### config.mk
export PLATFORM = sky130hd
export DESIGN_NAME = prog_tick_divider
export DESIGN_NICKNAME = d
export VERILOG_FILES = /design/src/rtl/prog_tick_divider.sv
export SDC_FILE = /design/constraint.sdc
export NUM_CORES = 1
export LEC_CHECK = 0
export CORE_MARGIN = 5
export CORE_UTILIZATION = 30
export CTS_CLUSTER_DIAMETER = 200
export CTS_CLUSTER_SIZE = 40
export DETAILED_ROUTE_END_ITERATION = 8
export GPL_TIMING_DRIVEN = 1
export SETUP_SLACK_MARGIN = 0.2
export SLEW_MARGIN = 0
export SYNTH_ARGS = -nofsm -noshare
export SYNTH_HDL_FRONTEND = slang
export SYNTH_SLANG_ARGS = --single-unit
export TNS_END_PERCENT = 1
### constraint.sdc
create_clock -name clk -period 5 [get_ports clk]
set_input_delay 1 -clock clk [delete_from_list [all_inputs] [get_ports clk]]
set_output_delay 1 -clock clk [all_outputs]
set_load 0.01 [all_outputs]
### src/rtl/prog_tick_divider.sv
// Programmable rate divider: one-cycle tick, 50% square wave or one-shot delay pulse.
// The divisor is staged in a shadow register and taken over only at period boundaries.
module prog_tick_divider #(
    parameter int CNT_W       = 27,
    parameter int DEFAULT_DIV = 25000000,
    parameter int TCNT_W      = 16
) (
    input  logic              clk,
    input  logic              reset_n,
    input  logic              en,
    input  logic [1:0]        mode,
    input  logic              div_wr,
    input  logic [CNT_W-1:0]  div_val,
    input  logic              start,
    output logic              tick,
    output logic              sq_out,
    output logic              busy,
    output logic [TCNT_W-1:0] tick_count
);

    typedef enum logic [1:0] {IDLE, RUN, SHOT} state_t;

    localparam logic [1:0] MODE_OFF     = 2'b00;
    localparam logic [1:0] MODE_PULSE   = 2'b01;
    localparam logic [1:0] MODE_SQUARE  = 2'b10;
    localparam logic [1:0] MODE_ONESHOT = 2'b11;
    localparam logic [CNT_W-1:0] DEF_DIV = CNT_W'(DEFAULT_DIV);

    state_t             state, state_next;
    logic [CNT_W-1:0]   cnt, cnt_next;
    logic [CNT_W-1:0]   div_act, div_act_next;
    logic [CNT_W-1:0]   div_shadow, div_shadow_next;
    logic               pending, pending_next;
    logic [1:0]         mode_q, mode_q_next;
    logic               tick_next, sq_next, busy_next;
    logic [TCNT_W-1:0]  tick_count_next;

    logic               tc, mode_chg, run_mode;
    logic [CNT_W-1:0]   div_upd, div_eff;

    always_ff @(posedge clk or negedge reset_n) begin
        if (!reset_n) begin
            state      <= IDLE;
            cnt        <= '0;
            div_act    <= DEF_DIV;
            div_shadow <= DEF_DIV;
            pending    <= 1'b0;
            mode_q     <= MODE_OFF;
            tick       <= 1'b0;
            sq_out     <= 1'b0;
            busy       <= 1'b0;
            tick_count <= '0;
        end else begin
            state      <= state_next;
            cnt        <= cnt_next;
            div_act    <= div_act_next;
            div_shadow <= div_shadow_next;
            pending    <= pending_next;
            mode_q     <= mode_q_next;
            tick       <= tick_next;
            sq_out     <= sq_next;
            busy       <= busy_next;
            tick_count <= tick_count_next;
        end
    end

    // A divisor written on the boundary edge itself wins over the staged one
    always_comb begin
        tc       = (div_act != '0) && (cnt == div_act - 1'b1);
        mode_chg = (mode != mode_q);
        run_mode = (mode == MODE_PULSE) || (mode == MODE_SQUARE);
        div_upd  = div_wr ? div_val : (pending ? div_shadow : div_act);
        div_eff  = pending ? div_shadow : div_act;

        state_next      = state;
        cnt_next        = cnt;
        div_act_next    = div_act;
        div_shadow_next = div_wr ? div_val : div_shadow;
        pending_next    = pending | div_wr;
        mode_q_next     = mode_q;
        tick_next       = 1'b0;
        sq_next         = sq_out;
        busy_next       = busy;
        tick_count_next = tick_count + TCNT_W'(tick);

        if (en) begin
            mode_q_next = mode;
            if (mode_chg) begin
                cnt_next     = '0;
                sq_next      = 1'b0;
                busy_next    = 1'b0;
                div_act_next = div_upd;
                pending_next = 1'b0;
                state_next   = (run_mode && div_upd != '0) ? RUN : IDLE;
            end else begin
                case (state)
                    IDLE: begin
                        cnt_next = '0;
                        sq_next  = 1'b0;
                        if (pending) begin
                            div_act_next = div_shadow;
                            pending_next = div_wr;
                        end
                        if (run_mode && div_eff != '0) begin
                            state_next = RUN;
                        end else if (mode == MODE_ONESHOT && start &&
                                     div_act != '0 && div_eff != '0) begin
                            state_next = SHOT;
                            busy_next  = 1'b1;
                        end
                    end
                    RUN, SHOT: begin
                        if (tc) begin
                            cnt_next     = '0;
                            tick_next    = 1'b1;
                            div_act_next = div_upd;
                            pending_next = 1'b0;
                            if (state == SHOT) begin
                                busy_next  = 1'b0;
                                state_next = IDLE;
                            end else if (div_upd == '0) begin
                                sq_next    = 1'b0;
                                state_next = IDLE;
                            end else if (mode == MODE_SQUARE) begin
                                sq_next = ~sq_out;
                            end
                        end else begin
                            cnt_next = cnt + 1'b1;
                        end
                    end
                    default: state_next = IDLE;
                endcase
            end
        end
    end

endmodule
==> results.md, run 1 <==
* Crit path DAT at 4.49 ns
* Crit end category: flip-flop
* Synthesized area at 6436 µm²
* Crit Path Max Fanout at 27
* Routed Antenna Nets at 0
* Largest net degree at the start of global routing at 71
* Global Route Usage Sum at 13.24%
* Synth cell types at 65
* Mapped Cells at 647
* Average size of a mapped cell at 9.948 µm²
* R2r setup slk at 0.80 ns
* Number of H-tree levels at 3
* Vias per cell at 5.290
* Share of async-settable or async-resettable flops after synthesis at 100.0%
* Slowest cell on the critical path: a21oi_4
* Core Footprint at 21090 µm²
* Cell with the most instances after synthesis: dfrtp_1
* Total of max-cap violations at 0
* Worst vdd ir at 202.0 µV
* Post-Synth Adder-Cell Area at 1.944%
* Setup Viol. Count Final at 0
* Area contributors post-synth: dfrtp_1 31%, dfstp_2 9.8%, mux2_2 5.1%
* Postcts setup bufs at 0
* Fillers at 2145
* Synth warn at 0
* P&R area growth vs syn at 16.00%
* Largest family of logic cells by synthesized area: simple AND/OR/NAND/NOR gates
* First-pass GRT wire length at 26.28 mm
* CTS root buffer: clkbuf_16
* Resize count post-CTS at 0
* Site row count at 53
* Multiplexer area fraction after synthesis at 6.240%
* WL/cell at 16.59 µm
* CTS sink count at 105
* Crit path buf inv count at 1
* Later-pin clock latency in the skew report at 0.36 ns
* Crit path kind: reg2reg
* Synth Area in Simple Gates at 21.99%
* Initial Utilization at 30.52%
* DR vias at 5063
* Clk_skew at 0.01031 ns
* Delay-heaviest family, CP: simple AND/OR/NAND/NOR gates
* Initial antenna violation count at 0
* Final period util at 84.05%
* Minimum clock period at 4.203 ns
* Status: complete, no violations
* Synthesized Nets at 691
* Min-delay worst type: reg2reg
* Num CTS Buffers at 9
* Nets at 721
* Worst-path cell chain: inv_1 -> ha_1 -> or3b_2 -> nor4_1 -> a21o_1 -> o211ai_1 -> nor4b_2 -> nand4_4 -> a21oi_4 -> a2bb2oi_1
* Leakage at 2.797 nW
* PwrDens at 408.7 nW/µm²
* Req. time, crit path at 5.28 ns
* DP Area at 7162 µm²
* Fin area at 7466 µm²
* Gp weighted congestion at 0.9877
* Xor-xnor portion of the synthesized cell area at 8.845%
* Fin util at 35.40%
* Port Buf Inserts at 52
* DRC at 0
* CTS max path bufs at 2
* Crit path largest cell delay at 0.86 ns
* Top cell type's share of synthesized area at 31.49%
* FMAX at 0.2379 GHz
* Antenna diodes at 0
* Grt total ovfl at 0
* Detailed Route Iter0 Violations at 262
* RSZ-0062 raised after global routing: no
* Die area at 24480 µm²
* Max-slew headroom at the worst pin at 32.09%
* Actual slew at the worst max-slew pin at 1.016 ns
* CTS Hold Buffers Added at 0
* Setup TNS at 0 ns
* Cell accounting for the most synthesized area: dfrtp_1
* Synth Area in Compound Gates at 15.77%
* Register bit total from synthesis at 105
* Slew Limit Fails at 0
* Share of cells above drive strength 1 at 16.86%
* Post-synth EDFFs at 0
* Leading cell types by count after synthesis: 81 x dfrtp_1, 51 x nor2_1, 44 x nand2_1
* Vias in the first global route at 4831
* Post-synthesis sequential area ratio at 41.29%
* Ports at 53
* CP Launch Type: flip-flop
* Width of the die at 156.5 µm
* TritonCTS clock tree: done
* Final hold viol count at 0
* CTS clk-pin slew, worst paths at 0.07 ns
* Routed WL at 15.87 mm
* Final Power at 3.051 mW
* Post-detail-place hpwl at 11.66 mm
* Post-synth top flop: dfrtp_1
* Number of detailed-route iterations in the first pass at 5
* Die Span Y at 156.5 µm
[per-layer routing]
metal / share of wire, % / routed length, µm / vias to the layer above / global-route usage, %
li1: - / - / 2469 / -
met5: 0 / 0 / - / 0
met1: 49 / 7764 / 2456 / 18.67
met4: 2.2 / 349 / 0 / 4.587
met3: 4.1 / 658 / 26 / 2.627
met2: 45 / 7101 / 112 / 20.32
[state kept, by name, indices dropped and copies added (netlist names)]
signal      flops
state           2
cnt            27
tick            1
div_act        27
mode_q          2
div_shadow     27
tick_count     16
pending         1
busy            1
sq_out          1
[stage by stage]
stage / worst slack, ns / cells / hold slack [ns]
after floorplan: 1.833 / 647 / 0.5011
after CTS: 0.8647 / 957 / 0.4783
final: 0.7974 / 957 / 0.4676
after global routing: 0.6351 / 957 / 0.5167
after detailed placement: 0.9102 / 941 / 0.4669
after global placement: 0.9519 / 941 / 0.4643
[cells in the final DEF (no fill, tap or decap), types with 10 or more instances in the layout]
cell / instances
dfrtp_1: 81
nor2_1: 51
clkdlybuf4s50_1: 51
nand2_1: 44
xnor2_1: 36
nand3_1: 30
mux2_2: 29
nor4_1: 29
o22ai_1: 29
xor2_1: 29
dfstp_2: 24
a2bb2oi_2: 19
nand4_1: 17
nor3_1: 17
inv_1: 14
o21ai_0: 13
or4_1: 13
a21oi_1: 10
ha_1: 10
[layout make-up]
class | count | area [µm²] | share of cell area [%]
flip-flops and latches | 105 | 2658 | 35.60
inverters | 14 | 52.55 | 0.7039
multi-input cells | 489 | 3545 | 47.48
well taps | 275 | 344.1 | 4.609
repair buffers | 58 | 563.0 | 7.541
clock inverters | 7 | 78.83 | 1.056
clock buffers | 9 | 225.2 | 3.017
[cells by family after synthesis]
kind of cell / Yosys count
AND/OR/NAND/NOR: 257
multiplexers: 36
adder cells (fa/ha/maj): 10
buffers and inverters: 53
AO/OA/AOI/OAI: 121
flip-flops: 105
XOR/XNOR: 65
[where the power goes]
part | leakage, nW | internal [mW] | switching, mW
registers | 1.30 | 1.04 | 0.316
logic | 1.35 | 0.465 | 0.498
clock network | 0.148 | 0.358 | 0.369
total | 2.80 | 1.87 | 1.18
[path summary, 6_finish.rpt]
kind                                  end  depth (start not counted)           start
min in group asynchronous   tick_count[4]                          1         reset_n
min reg2reg                tick_count[15]                          1  tick_count[15]
max in group asynchronous      div_act[6]                          2         reset_n
min                        tick_count[15]                          1  tick_count[15]
max                            div_act[6]                         10      div_act[0]
max reg2reg                    div_act[6]                         10      div_act[0]
No activity file was read; power rests on OpenSTA's default activity.
==> inputs of run 2 (changes only) <==
==> constraint.sdc (replaced) <==
create_clock -name clk -period 4.39 [get_ports clk]
set_input_delay 0.878 -clock clk [delete_from_list [all_inputs] [get_ports clk]]
set_output_delay 0.878 -clock clk [all_outputs]
set_load 0.01 [all_outputs]
==> results.md, run 2 (synthesis results as in run 1) <==
* Status: complete, no violations
* TritonCTS clock tree: done
* Number of detailed-route iterations in the first pass at 6 (+1)
* Later-pin clock latency in the skew report at 0.36 ns (about the same)
* CP Launch Type: flip-flop
* Crit path buf inv count at 2 (+1)
* Leakage at 2.817 nW (+0.71%)
* Slew Limit Fails at 0 (unchanged)
* Largest regs: cnt: 27 flops, div_act: 27 flops, div_shadow: 27 flops
* Clk_skew at 0.01221 ns (+0.001900 ns)
* Clock power share at 23.2% (-0.7 points)
* Most common cell after layout, fill and taps aside: dfrtp_1
* Gp weighted congestion at 0.9002 (-8.9%)
* Die Span Y at 156.5 µm (unchanged)
* Max-slew headroom at the worst pin at 29.10% (-3.0 points)
* Setup Viol. Count Final at 0 (unchanged)
* Final period util at 83.71% (-0.34 points)
* NetSw at 1.344 mW (+14%)
* R2r setup slk at 0.72 ns (-0.08 ns)
* PwrDens at 462.8 nW/µm² (+13%)
* Worst hold margin at 0.4684 ns (+0.0008470 ns)
* Crit path kind: reg2reg
* Vias per cell at 5.366 (+1.4%)
* Nets at 726 (+0.69%)
* CTS sink count at 105 (unchanged)
* Resize count post-CTS at 0 (unchanged)
* Vias in the first global route at 5160 (+6.8%)
* Cell depth of the worst hold path at 1 (unchanged)
* Worst Hold Path EP: tick_count[15]
* Worst vdd ir at 240.2 µV (+19%)
* Routed Antenna Nets at 0 (unchanged)
* Crit end category: flip-flop
* DRC at 0 (unchanged)
* Delay-heaviest family, CP: simple AND/OR/NAND/NOR gates
* Post-detail-place hpwl at 11.80 mm (+1.3%)
* Core Footprint at 21090 µm² (unchanged)
* FMAX at 0.2721 GHz (+14%)
* Global Route Usage Sum at 13.65% (+0.40 points)
* Min-delay worst type: reg2reg
* Routed WL at 16.06 mm (+1.2%)
* Initial Utilization at 30.52% (unchanged)
* Worst-path cell chain: inv_1 -> ha_1 -> or3b_2 -> nor4_1 -> a21o_1 -> o211ai_1 -> nor4b_2 -> nand4_4 -> a21oi_4 -> buf_4 -> a2bb2oi_1
* Most frequent cells in the layout: 81 x dfrtp_1, 51 x nor2_1, 51 x clkdlybuf4s50_1
* First-pass GRT wire length at 27.12 mm (+3.2%)
* CTS root buffer: clkbuf_16
* Req. time, crit path at 4.66 ns (-0.62 ns)
* Critical hold path startpoint: tick_count[15]
* Initial antenna violation count at 0 (unchanged)
* Slowest cell on the critical path: nor4_1
* Sequential share of power at 44.8% (+0.2 points)
* Ports at 53 (unchanged)
* Actual slew at the worst max-slew pin at 1.063 ns (+0.04701 ns)
* WL/cell at 16.69 µm (+0.63%)
* Setup TNS at 0 ns (unchanged)
* Largest net degree at the start of global routing at 81 (+14%)
* Reg2reg path depth at 11 (+1)
* Crit path largest cell delay at 0.53 ns (-0.33 ns)
* Number of H-tree levels at 3 (unchanged)
* CTS clk-pin slew, worst paths at 0.07 ns (about the same)
* Postcts setup bufs at 0 (unchanged)
* Crit Path Max Fanout at 27 (unchanged)
* CTS max path bufs at 2 (unchanged)
* Die area at 24480 µm² (unchanged)
* Num CTS Buffers at 9 (unchanged)
* Share of cells above drive strength 1 at 17.32% (+0.46 points)
* Width of the die at 156.5 µm (unchanged)
* Port Buf Inserts at 52 (unchanged)
* Worst reg2reg path endpoint: div_act[3]
* DR vias at 5162 (+2.0%)
* CTS Hold Buffers Added at 0 (unchanged)
* Minimum clock period at 3.675 ns (-0.5278 ns)
* Start of the worst register-to-register path: div_act[0]
* Antenna diodes at 0 (unchanged)
* Combinational Power Share at 32.0% (+0.5 points)
* Total of max-cap violations at 0 (unchanged)
* Site row count at 53 (unchanged)
* Detailed Route Iter0 Violations at 309 (+18%)
* Int Power at 2.123 mW (+14%)
* P&R area growth vs syn at 16.41%
* Crit path DAT at 3.95 ns (-0.54 ns)
* Grt total ovfl at 0 (unchanged)
* RSZ-0062 raised after global routing: no
* Final hold viol count at 0 (unchanged)
* Switching Fraction at 38.76% (about the same)
==> run 2: layout make-up <==
type                            instances  area (µm²)
Clock buffer                           10       229.0
Clock inverter                          6       63.81
Fill cell                            2180       13600
Inverter                               14       52.55
Multi-Input combinational cell        489        3545
Sequential cell                       105        2658
Tap cell                              275       344.1
Timing Repair Buffer                   63       600.6
==> run 2: per-stage QoR <==
stage / cells / util, % / instance area (µm²) / setup slack [ns] / power, mW
final: 962 / 35.53 / 7492 / 0.7152 / 3.467
after global routing: 962 / 35.53 / 7492 / 0.4091 / 3.682
after CTS: 962 / 35.53 / 7492 / 0.7503 / 3.496
after detailed placement: 946 / 34.14 / 7199 / 0.7738 / 2.666
after global placement: 946 / 34.14 / 7199 / 0.8082 / 2.652
after floorplan: 647 / - / 6436 / 1.223 / 2.339
==> run 2: metal layers <==
layer  GRT usage, %  vias to the layer above  routed length, µm
li1               -                     2467                  -
met1          19.05                     2503               7631
met2          20.83                      152               7101
met3          2.738                       40                796
met4          5.331                        0                529
met5              0                        -                  0
==> run 2: how the worst max path moves through the flow <==
stage / startpoint / end / slack (ns) / cells past startpoint
6_report: div_act[0] / div_act[3] / 0.72 / 11
3_3_place_gp: div_act[3] / div_act[6] / 0.81 / 9
4_1_cts: div_act[0] / div_act[3] / 0.75 / 11
2_1_floorplan: div_act[0] / state[1] / 1.22 / 11
3_5_place_dp: div_act[0] / div_act[3] / 0.77 / 11
5_1_grt: div_act[0] / div_act[6] / 0.41 / 11
==> run 2: power by group through the flow <==
stage,logic (mW),clock network [mW],registers [mW]
3_5_place_dp,1.10,0,1.56
2_1_floorplan,0.997,0,1.34
6_report,1.11,0.805,1.55
5_1_grt,1.21,0.874,1.60
3_3_place_gp,1.10,0,1.56
4_1_cts,1.11,0.840,1.55
==> inputs of run 3 (changes only) <==
==> constraint.sdc (replaced) <==
create_clock -name clk -period 3.6 [get_ports clk]
set_input_delay 0.72 -clock clk [delete_from_list [all_inputs] [get_ports clk]]
set_output_delay 0.72 -clock clk [all_outputs]
set_load 0.01 [all_outputs]
==> results.md, run 3 (synthesis results as in run 1) <==
* DR vias at 5163 (+0.019%)
* Int Power at 2.682 mW (+26%)
* P&R area growth vs syn at 20.37%
* Grt total ovfl at 0 (unchanged)
* Die area at 24480 µm² (unchanged)
* Core Footprint at 21090 µm² (unchanged)
* Status: complete, no violations
* Max-slew headroom at the worst pin at 52.59% (+23 points)
* DRC at 0 (unchanged)
* Most frequent cells in the layout: 78 x dfrtp_1, 51 x nor2_1, 51 x clkdlybuf4s50_1
* TritonCTS clock tree: done
* Antenna diodes at 0 (unchanged)
* Min-delay worst type: in2async
* CTS clk-pin slew, worst paths at 0.08 ns (about the same)
* Final Power at 4.347 mW (+25%)
* Routed Antenna Nets at 0 (unchanged)
* Worst hold margin at 0.2615 ns (-0.2070 ns)
* Total of max-cap violations at 0 (unchanged)
* Number of detailed-route iterations in the first pass at 4 (-2)
* Initial Utilization at 30.52% (unchanged)
* First-pass GRT wire length at 26.74 mm (-1.4%)
* Site row count at 53 (unchanged)
* Crit path DAT at 3.48 ns (-0.47 ns)
* NetSw at 1.665 mW (+24%)
* Crit path kind: reg2reg
* RSZ-0062 raised after global routing: no
* Vias in the first global route at 5064 (-1.9%)
* Setup TNS at 0 ns (unchanged)
* Crit path buf inv count at 1 (-1)
* Worst vdd ir at 245.3 µV (+2.1%)
* Slowest cell on the critical path: or4_4
* WL/cell at 16.60 µm (-0.54%)
* CTS Hold Buffers Added at 0 (unchanged)
* Die Span Y at 156.5 µm (unchanged)
* Ports at 53 (unchanged)
* Nets at 750 (+3.3%)
* Gp weighted congestion at 0.9697 (+7.7%)
* Req. time, crit path at 3.85 ns (-0.81 ns)
* Number of H-tree levels at 3 (unchanged)
* Crit Path Max Fanout at 20 (-26%)
* Most common cell after layout, fill and taps aside: dfrtp_1
* Routed WL at 16.37 mm (+1.9%)
* Num CTS Buffers at 9 (unchanged)
* Port Buf Inserts at 52 (unchanged)
* Later-pin clock latency in the skew report at 0.37 ns (about the same)
* CTS sink count at 105 (unchanged)
* CTS root buffer: clkbuf_16
* Delay-heaviest family, CP: simple AND/OR/NAND/NOR gates
* Final hold viol count at 0 (unchanged)
* Combinational Power Share at 35.7% (+3.7 points)
* Top cell by count, worst path: or4_4
* Minimum clock period at 3.232 ns (-0.4425 ns)
* Crit end category: flip-flop
* Detailed Route Iter0 Violations at 345 (+12%)
* Crit path largest cell delay at 0.60 ns (+0.07 ns)
* Vias per cell at 5.236 (-2.4%)
* Share of cells above drive strength 1 at 21.52% (+4.2 points)
* Slew Limit Fails at 0 (unchanged)
* CTS max path bufs at 2 (unchanged)
* Clock power share at 22.7% (-0.5 points)
* Worst-path cell chain: or4_4 -> or4_4 -> o22ai_1 -> nand4b_1 -> and4b_1 -> nand4_4 -> a21oi_4 -> buf_4 -> nor2_1
* Global Route Usage Sum at 13.58% (-0.065 points)
* Final period util at 89.79% (+6.1 points)
* Initial antenna violation count at 0 (unchanged)
* FMAX at 0.3094 GHz (+14%)
* Largest regs: cnt: 27 flops, div_act: 27 flops, div_shadow: 27 flops
* CP Launch Type: flip-flop
* Clk_skew at 0.01343 ns (+0.001218 ns)
* Leakage at 2.952 nW (+4.8%)
* Switching Fraction at 38.30% (-0.46 points)
* Largest net degree at the start of global routing at 45 (-44%)
* Sequential share of power at 41.6% (-3.2 points)
* Setup Viol. Count Final at 0 (unchanged)
* Width of the die at 156.5 µm (unchanged)
* Actual slew at the worst max-slew pin at 0.7035 ns (-0.3600 ns)
* PwrDens at 561.1 nW/µm² (+21%)
* Post-detail-place hpwl at 12.22 mm (+3.5%)
[run 3: routing by layer]
| layer | global-route usage [%] | routed length (µm) |
|---|---|---|
| met1 | 19.07 | 7837 |
| met2 | 21.30 | 7530 |
| met3 | 2.517 | 705 |
| met4 | 4.215 | 295 |
| met5 | 0 | 0 |
[run 3: power by group through the flow]
stage | Sequential, mW | Combinational [mW] | Clock (mW)
2_1_floorplan | 1.64 | 1.22 | 0
3_3_place_gp | 1.81 | 1.53 | 0
3_5_place_dp | 1.82 | 1.53 | 0
4_1_cts | 1.80 | 1.54 | 1.02
5_1_grt | 1.85 | 1.69 | 1.06
6_report | 1.81 | 1.55 | 0.985
[run 3: area by class of cell]
class | instances | area [µm²]
clock buffers | 9 | 225.2
clock inverters | 7 | 71.32
fillers | 2174 | 13340
inverters | 14 | 52.55
multi-input cells | 489 | 3575
flip-flops and latches | 105 | 2661
well taps | 275 | 344.1
repair buffers | 87 | 818.3
[run 3: final timing paths]
path                       slack [ns]           start  cells past startpoint              to
max                              0.37      div_act[3]                      9         cnt[25]
min                              0.26         reset_n                      1   tick_count[6]
max reg2reg                      0.37      div_act[3]                      9         cnt[25]
min reg2reg                      0.47  tick_count[15]                      1  tick_count[15]
max in group asynchronous        2.50         reset_n                      2     div_act[13]
min in group clk                 0.47  tick_count[15]                      1  tick_count[15]
[run 3: timing repair]
item                                    CTS  global route
endpoints found under the setup margin   36            49
buffers inserted                          3             2
pin swaps                                 2             3
cloned                                    0             0
resized for setup                         1             9
[run 3: per-stage QoR]
step,std cells,utilization [%],setup slack [ns],area [µm²]
6_report,986,36.74,0.3677,7747
3_5_place_dp,965,34.99,0.2027,7380
2_1_floorplan,647,-,0.4330,6436
5_1_grt,986,36.74,0.2182,7747
3_3_place_gp,965,34.99,0.1805,7380
4_1_cts,984,36.51,0.2148,7699
